===== src/rtl/uart_pkg.sv =====
// rtl/uart_pkg.sv - shared types and defaults for the UART transmit sequencer
// Purpose: default byte width and the sequencer state encoding.
// Ports:   none (package).
package uart_pkg;

   localparam int WORD_SIZE_DEF = 8;

   typedef enum logic [2:0] {
      ST_IDLE  = 3'd0,
      ST_LOAD  = 3'd1,
      ST_BRDY  = 3'd2,
      ST_START = 3'd3,
      ST_WAIT  = 3'd4
   } seq_state_t;

endpackage


===== src/rtl/uart_tx_sequencer_rr_arbiter.sv =====
// rtl/uart_tx_sequencer_rr_arbiter.sv - combinational round-robin arbiter
// Purpose: pick the first asserted request scanning upward from ptr, modulo NUM_REQ.
// Ports:   req       in  NUM_REQ  request vector
//          ptr       in  ID_W     index with highest priority this cycle
//          grant     out NUM_REQ  one-hot winner (zero when no request)
//          idx       out ID_W     encoded winner index
//          any_valid out 1        at least one request asserted
module rr_arbiter #(
   parameter  int NUM_REQ = 4,
   localparam int ID_W    = $clog2(NUM_REQ)
) (
   input  logic [NUM_REQ-1:0] req,
   input  logic [ID_W-1:0]    ptr,
   output logic [NUM_REQ-1:0] grant,
   output logic [ID_W-1:0]    idx,
   output logic               any_valid
);

   always_comb begin
      int          j;
      logic [ID_W-1:0] jj;
      grant     = '0;
      idx       = '0;
      any_valid = 1'b0;
      j         = 0;
      jj        = '0;
      for (int k = 0; k < NUM_REQ; k++) begin
         // Rotate the scan start to ptr; wrap past the top requester.
         j = int'(ptr) + k;
         if (j >= NUM_REQ) j = j - NUM_REQ;
         jj = ID_W'(j);
         if (!any_valid && req[jj]) begin
            any_valid = 1'b1;
            grant[jj] = 1'b1;
            idx       = jj;
         end
      end
   end

endmodule


===== src/rtl/uart_tx_sequencer.sv =====
// rtl/uart_tx_sequencer.sv - round-robin byte sequencer in front of one UART_TX
// Purpose: arbitrate NUM_REQ byte producers, then drive LOAD / BYTE_READY / T_BYTE
//          strobes one cycle each and hold off FRAME_CYCLES cycles per byte.
// Ports:   CLOCK, RESET (sync, active-high)
//          REQ_VALID/REQ_DATA in, REQ_READY out   producer handshake
//          DATA_BUS, LOAD_XMT_DATAREG, BYTE_READY, T_BYTE out   UART_TX controls
//          BUSY out (not IDLE), GRANT_ID out (last accepted requester)
module uart_tx_sequencer
   import uart_pkg::*;
#(
   parameter  int WORD_SIZE    = WORD_SIZE_DEF,
   parameter  int NUM_REQ      = 4,
   parameter  int FRAME_CYCLES = 160,
   localparam int ID_W         = $clog2(NUM_REQ)
) (
   input  logic                         CLOCK,
   input  logic                         RESET,
   input  logic [NUM_REQ-1:0]           REQ_VALID,
   input  logic [NUM_REQ*WORD_SIZE-1:0] REQ_DATA,
   output logic [NUM_REQ-1:0]           REQ_READY,
   output logic [WORD_SIZE-1:0]         DATA_BUS,
   output logic                         LOAD_XMT_DATAREG,
   output logic                         BYTE_READY,
   output logic                         T_BYTE,
   output logic                         BUSY,
   output logic [ID_W-1:0]              GRANT_ID
);

   // One extra count value keeps the width non-zero when FRAME_CYCLES is 1.
   localparam int              CNT_W    = $clog2(FRAME_CYCLES + 1);
   localparam logic [CNT_W-1:0] CNT_LAST = CNT_W'(FRAME_CYCLES - 1);

   seq_state_t       state, state_next;
   logic [ID_W-1:0]  ptr;
   logic [CNT_W-1:0] cnt;
   logic [NUM_REQ-1:0] arb_grant;
   logic [ID_W-1:0]  arb_idx;
   logic             arb_any;
   logic             accept;

   rr_arbiter #(.NUM_REQ(NUM_REQ)) u_arb (
      .req       (REQ_VALID),
      .ptr       (ptr),
      .grant     (arb_grant),
      .idx       (arb_idx),
      .any_valid (arb_any)
   );

   // Handshake is only offered from IDLE and never while reset is asserted.
   assign accept    = (state == ST_IDLE) && arb_any && !RESET;
   assign REQ_READY = accept ? arb_grant : '0;

   always_ff @(posedge CLOCK) begin
      if (RESET) begin
         state    <= ST_IDLE;
         ptr      <= '0;
         cnt      <= '0;
         DATA_BUS <= '0;
         GRANT_ID <= '0;
      end else begin
         state <= state_next;
         if (accept) begin
            DATA_BUS <= REQ_DATA[arb_idx*WORD_SIZE +: WORD_SIZE];
            GRANT_ID <= arb_idx;
            ptr      <= (arb_idx == ID_W'(NUM_REQ - 1)) ? '0 : arb_idx + 1'b1;
         end
         // Cleared on the START->WAIT edge so WAIT sees 0..FRAME_CYCLES-1.
         if (state == ST_START)     cnt <= '0;
         else if (state == ST_WAIT) cnt <= cnt + 1'b1;
      end
   end

   always_comb begin
      state_next       = state;
      LOAD_XMT_DATAREG = 1'b0;
      BYTE_READY       = 1'b0;
      T_BYTE           = 1'b0;
      BUSY             = (state != ST_IDLE);
      case (state)
         ST_IDLE:  if (arb_any) state_next = ST_LOAD;
         ST_LOAD:  begin LOAD_XMT_DATAREG = 1'b1; state_next = ST_BRDY;  end
         ST_BRDY:  begin BYTE_READY       = 1'b1; state_next = ST_START; end
         ST_START: begin T_BYTE           = 1'b1; state_next = ST_WAIT;  end
         ST_WAIT:  if (cnt == CNT_LAST) state_next = ST_IDLE;
         default:  state_next = ST_IDLE;
      endcase
   end

endmodule

===== config.mk =====
export PLATFORM = sky130hd
export DESIGN_NAME = uart_tx_sequencer
export DESIGN_NICKNAME = d
export VERILOG_FILES = /design/src/rtl/uart_pkg.sv /design/src/rtl/uart_tx_sequencer_rr_arbiter.sv /design/src/rtl/uart_tx_sequencer.sv
export SDC_FILE = /design/constraint.sdc
export NUM_CORES = 1
export LEC_CHECK = 0
export BUFFER_PORTS_ARGS = -buffer_cell sky130_fd_sc_hd__buf_2
export CORE_ASPECT_RATIO = 0.6
export CORE_MARGIN = 4
export CORE_UTILIZATION = 51
export DETAILED_ROUTE_END_ITERATION = 7
export HOLD_SLACK_MARGIN = 0.08
export PLACE_DENSITY = 0.8
export SETUP_SLACK_MARGIN = 0.1
export SYNTH_ARGS = -nofsm -noshare
export SYNTH_HDL_FRONTEND = slang
export SYNTH_SLANG_ARGS = --single-unit

===== constraint.sdc =====
create_clock -name CLOCK -period 4.05 [get_ports CLOCK]
set_clock_uncertainty 0.2 [all_clocks]
set_input_delay 0.2025 -clock CLOCK [delete_from_list [all_inputs] [get_ports CLOCK]]
set_output_delay 0.2025 -clock CLOCK [all_outputs]
set_load 0.02 [all_outputs]

==> flow_summary.ini, run 1 <==
[synth]
synth-simple-area-share = 0.192
synth.most_common_cell = dfxtp_1
synth-compound-area-share = 0.201
yosysWarnings = 0
yosysSeqAreaShare = 0.270
synthAdderAreaFrac = 0.0734
syn_area_per_cell_um2 = 9.69
synth_xor_area_frac = 0.0257
synthesis.nets = 224
synthFlopType = dfxtp_1
ys_types = 46
netlist_area_um2 = 1710
netlist_top_cells_count = dfxtp_1, nor2_1, nand2_1
synth.ff_latch_count = 23
synth-edff-count = 0
netlist_instances = 176
synth_area_leaders = dfxtp_1, mux4_1, ha_1
muxShareOfSynthArea = 0.185
async_flop_share = 0
yosysTopAreaCellShare = 0.270
yosysTopAreaCell = dfxtp_1
synth_top_family_by_area = compound AO/OA/AOI/OAI gates

[setup_path]
end_kind = output pin
crit_arrival_ps = 3160
slowest_stage = mux4_2
max_stage_delay_ps = 680
setup.worst_path.class = register to output pin
crit_path_max_fanout = 10
reg2reg_slack_ps = 710
reg2regPathDepth = 8
r2r-end = DATA_BUS[7]
reg2reg_from = ptr[1]
start_kind = register
crit_chain = inv_1 -> ha_1 -> mux4_2 -> nor3_1 -> a221oi_1 -> nor2_1 -> buf_2
cp_data_required_time_ps = 3650

[hold_path]
min_path_cells = 3
hp-class = input port to register
min_from = REQ_DATA[25]
holdPathEnd = DATA_BUS[1]

[clock_tree]
h-tree-depth = 1
numCtsBuffers = 3
clock_latency_ps = 270
clk_pin_slew_ps = 90
clock_sinks = 23
clock-root-buffer = clkbuf_8
cts_tree = built
clk_path_buf_depth = 2

[grt]
grt_overflow = 0
grt_max_degree = 22
grt_pass1_vias = 1507
grt_usage = 0.199
antenna_found_initial = 0
grt_pass1_wl_mm = 6.82

[drt]
antenna_left = 0
vias = 1545
dr.pass1.iters = 4
drt_iter0_markers = 153
vias_per_cell = 5.79
avgRoutedWirePerCell_um = 15.1
postRouteWirelength_mm = 4.04
drc = 0

[power_and_ir_drop]
seqPwrFrac = 0.252
irDropWorstVdd_mv = 0.272
p_per_area_nw_per_um2 = 615
power_mw = 1.24
p_leak_nw = 0.878
internal_power_mw = 0.699
netSwitchingFraction = 0.438
p_switching_mw = 0.545
comb_power_share = 0.630
p_clk_frac = 0.117

[sta]
finalHoldViolations = 0
final_max_slew_viol_count = 0
post-route-period-util = 0.881
max-slew-margin-rel = 0.477
setup_viol = 0
period_minus_slack_ps = 3570
fin_tns_setup_ps = 0
worstMarginPinSlew_ps = 782
rsz0062_at_grt = false
fmax_mhz = 280

[cells_and_area]
area_growth_pct = 18.7
nets = 274
drive_gt1_frac = 0.329
diodes = 0
nFillCells = 240

[floorplan]
die_height_um = 52.8
core_area_um2 = 3020
die_area_um2 = 4360
io_pins = 56
start_util = 0.564
std_cell_rows = 15
die_w_um = 82.7

[run_status]
status = finished, final reports clean

[job]
maxCapViolCount = 0

[place]
place.gp.congestion = 0.864
port_buffers = 55
hpwl_mm = 3.06
## routing by layer
metal | vias to the layer above | global-route usage | wire [µm]
li1 | 760 | - | -
met5 | - | 0 | 0
met1 | 729 | 0.291 | 1990
met2 | 54 | 0.316 | 1800
met4 | 0 | 0.0190 | 8
met3 | 2 | 0.0361 | 245
## stage by stage
stage | area (µm²) | hold slack, ps | utilization | cells | setup WS [ps]
floorplan | 1710 | 258 | - | 176 | 1180
global placement | 1970 | 240 | 0.651 | 262 | 838
detailed placement | 1970 | 251 | 0.651 | 262 | 728
CTS | 2020 | 140 | 0.670 | 267 | 538
global route | 2020 | 154 | 0.670 | 267 | 314
finish | 2020 | 142 | 0.670 | 267 | 483
## cells in the final DEF (no fill, tap or decap), types with 4 or more instances in the layout
cell / n
buf_2: 55
dfxtp_1: 23
nor2_1: 22
nand2_1: 14
ha_1: 10
a22o_1: 9
a21oi_1: 7
or3_1: 6
mux4_1: 6
mux4_2: 5
o21ai_0: 5
a22oi_1: 5
a221oi_1: 4
nand4_1: 4
xor2_1: 4
## flip-flops by register name, indices dropped and copies added (netlist names)
register	flops
DATA_BUS	8
GRANT_ID	2
cnt	8
ptr	2
state	3
## critical path: cells and delay by family (launching register included)
family                     cells  cell delay, ps
AOI/OAI and AO/OA              1             160
DFF                            1             570
and+or+nand+nor                2             600
adders and majority gates      1             530
muxes                          1             680
buffers and inverters          2             360
## worst max-delay path by stage
| stage | depth (start not counted) | endpoint | from | slack (ps) |
|---|---|---|---|---|
| 2_1_floorplan | 9 | DATA_BUS[4] | ptr[1] | 1180 |
| 3_3_place_gp | 8 | DATA_BUS[2] | ptr[1] | 840 |
| 3_5_place_dp | 8 | DATA_BUS[7] | ptr[1] | 730 |
| 4_1_cts | 7 | REQ_READY[2] | ptr[1] | 540 |
| 5_1_grt | 7 | REQ_READY[0] | ptr[1] | 310 |
| 6_report | 7 | REQ_READY[2] | ptr[1] | 480 |
## kinds of logic after synthesis
group           count (synthesis)
compound gates                 42
xor+xnor                        5
fa+ha+maj                      10
buf+inv                        16
flops                          23
mux                            15
simple gates                   65
## area by class of cell
class                      count  area [µm²]  area share
clock buffer                   3        41.3      0.0204
clock inverter                 1        7.51     0.00371
inverter                       4        15.0     0.00742
multi-input combinational    137        1150       0.570
sequential                    23         460       0.227
tap                           42        52.6      0.0260
timing repair buffer          57         293       0.145
## what timing repair did
item | CTS | global route
resized for setup | 0 | 0
setup buffers | 0 | 0
endpoints found under the hold margin | 3 | 0
hold buffers | 1 | 0
## power groups by stage
stage	combinational [mW]	clock [mW]	sequential, mW
finish	0.784	0.146	0.314
floorplan	0.591	0	0.363
global placement	0.766	0	0.318
global route	0.854	0.156	0.321
detailed placement	0.778	0	0.317
CTS	0.783	0.149	0.313
No activity file was read; power rests on OpenSTA's default activity.
==> run 2: changes to the inputs <==
Settings changed: CORE_UTILIZATION 51 to 48, MAX_ROUTING_LAYER set to met4, PLACE_DENSITY 0.8 to 0.76.
==> flow_summary.ini, run 2 (synthesis gave the netlist of run 1 again) <==
[clock_tree]
clock_latency_ps = 260
clock_sinks = 23
cts_tree = built
clk_path_buf_depth = 2
clock-root-buffer = clkbuf_8
cts_resized = 0
clk_pin_slew_ps = 80
numCtsBuffers = 3
h-tree-depth = 1

[job]
maxCapViolCount = 0

[power_and_ir_drop]
internal_power_mw = 0.698
irDropWorstVdd_mv = 0.303
p_switching_mw = 0.537
seqPwrFrac = 0.252
power_mw = 1.24
comb_power_share = 0.632
netSwitchingFraction = 0.435
p_per_area_nw_per_um2 = 609
p_clk_frac = 0.117
p_leak_nw = 0.878

[sta]
final_max_slew_viol_count = 0
period_minus_slack_ps = 3420
fmax_mhz = 292
finalHoldViolations = 0
hold_ws_ps = 140
rsz0062_at_grt = false
post-route-period-util = 0.845
fin_tns_setup_ps = 0
worstMarginPinSlew_ps = 704
max-slew-margin-rel = 0.529
setup_viol = 0

[place]
place.gp.congestion = 0.858
hpwl_mm = 3.00
placedCellCount = 265
port_buffers = 55

[drt]
dr.pass1.iters = 4
vias = 1538
avgRoutedWirePerCell_um = 14.2
met2_wirelength_mm = 1.50
highest_layer = met4
antenna_left = 0
vias_per_cell = 5.70
met1_length_mm = 2.02
postRouteWirelength_mm = 3.83
route.met3.wl_um = 296
drc = 0
drt_iter0_markers = 101

[cells_and_area]
nets = 274
largestRegisters = DATA_BUS x8, cnt x8, state x3
area_growth_pct = 18.9
final_cell_mix = buf_2, dfxtp_1, nor2_1
diodes = 0
layout_commonest_cell = buf_2
nFillCells = 294
multi_input_area_um2 = 1150
regArea_um2 = 460
fin_cells = 270
drive_gt1_frac = 0.329

[setup_path]
crit_arrival_ps = 3020
reg2reg_slack_ps = 790
end_kind = output pin
setup.worst_path.class = register to output pin
start_kind = register
reg2regPathDepth = 8
cp_data_required_time_ps = 3650
crit_path_max_fanout = 10

[floorplan]
std_cell_rows = 16
die_height_um = 54.2
die_w_um = 85.0
core_area_um2 = 3320
start_util = 0.513
die_area_um2 = 4600
io_pins = 56

[grt]
grt_pass1_vias = 1378
grt_max_degree = 22
grt_usage = 0.175
grt_overflow = 0
antenna_found_initial = 0
grt_pass1_wl_mm = 6.29

[hold_path]
min_path_cells = 3
hp-class = input port to register

[run_status]
status = finished, final reports clean
-- run 2: cell counts in the layout (fill, tap and decap cells not counted) --
No cell type changed its count.
-- run 2: final timing paths --
path / from / end
hold / removal: REQ_DATA[30] / DATA_BUS[6]
setup / recovery: ptr[1] / REQ_READY[3]
setup reg to reg: ptr[1] / DATA_BUS[0]
hold reg to reg: GRANT_ID[1] / GRANT_ID[1]
-- run 2: metrics by stage --
| step | instance area [µm²] | utilization | worst slack (ps) |
|---|---|---|---|
| floorplan | 1710 | - | 1180 |
| global placement | 1970 | 0.593 | 871 |
| detailed placement | 1970 | 0.593 | 803 |
| CTS | 2030 | 0.610 | 616 |
| global route | 2030 | 0.610 | 305 |
| finish | 2030 | 0.610 | 627 |
-- run 2: layer usage --
layer,vias up,track usage
met5,-,-
met4,0,0.0211
met3,2,0.0413
met2,64,0.259
met1,710,0.249
li1,762,-
-- run 2: cell type report --
class | instances | area share
flip-flops and latches | 23 | 0.227
clock inverters | 1 | 0.00370
multi-input cells | 137 | 0.569
clock buffers | 3 | 0.0204
inverters | 4 | 0.00740
repair buffers | 57 | 0.144
well taps | 45 | 0.0278
-- run 2: repair_timing --
action,CTS,global route
hold endpoints to repair,3,0
hold buffers,1,0
setup buffers,0,0
-- run 2: critical path: stages, from the launching register on --
cell and delay, ps:
dfxtp_1 550, inv_1 170, ha_1 510, mux4_2 670
nor3_1 420, a221oi_1 170, nor2_1 110, buf_2 170
-- run 2: power by group through the flow --
stage / sequential, mW / combinational (mW) / clock [mW]
6_report: 0.311 / 0.780 / 0.144
5_1_grt: 0.319 / 0.854 / 0.155
4_1_cts: 0.312 / 0.782 / 0.147
3_5_place_dp: 0.315 / 0.777 / 0
3_3_place_gp: 0.316 / 0.773 / 0
2_1_floorplan: 0.363 / 0.591 / 0
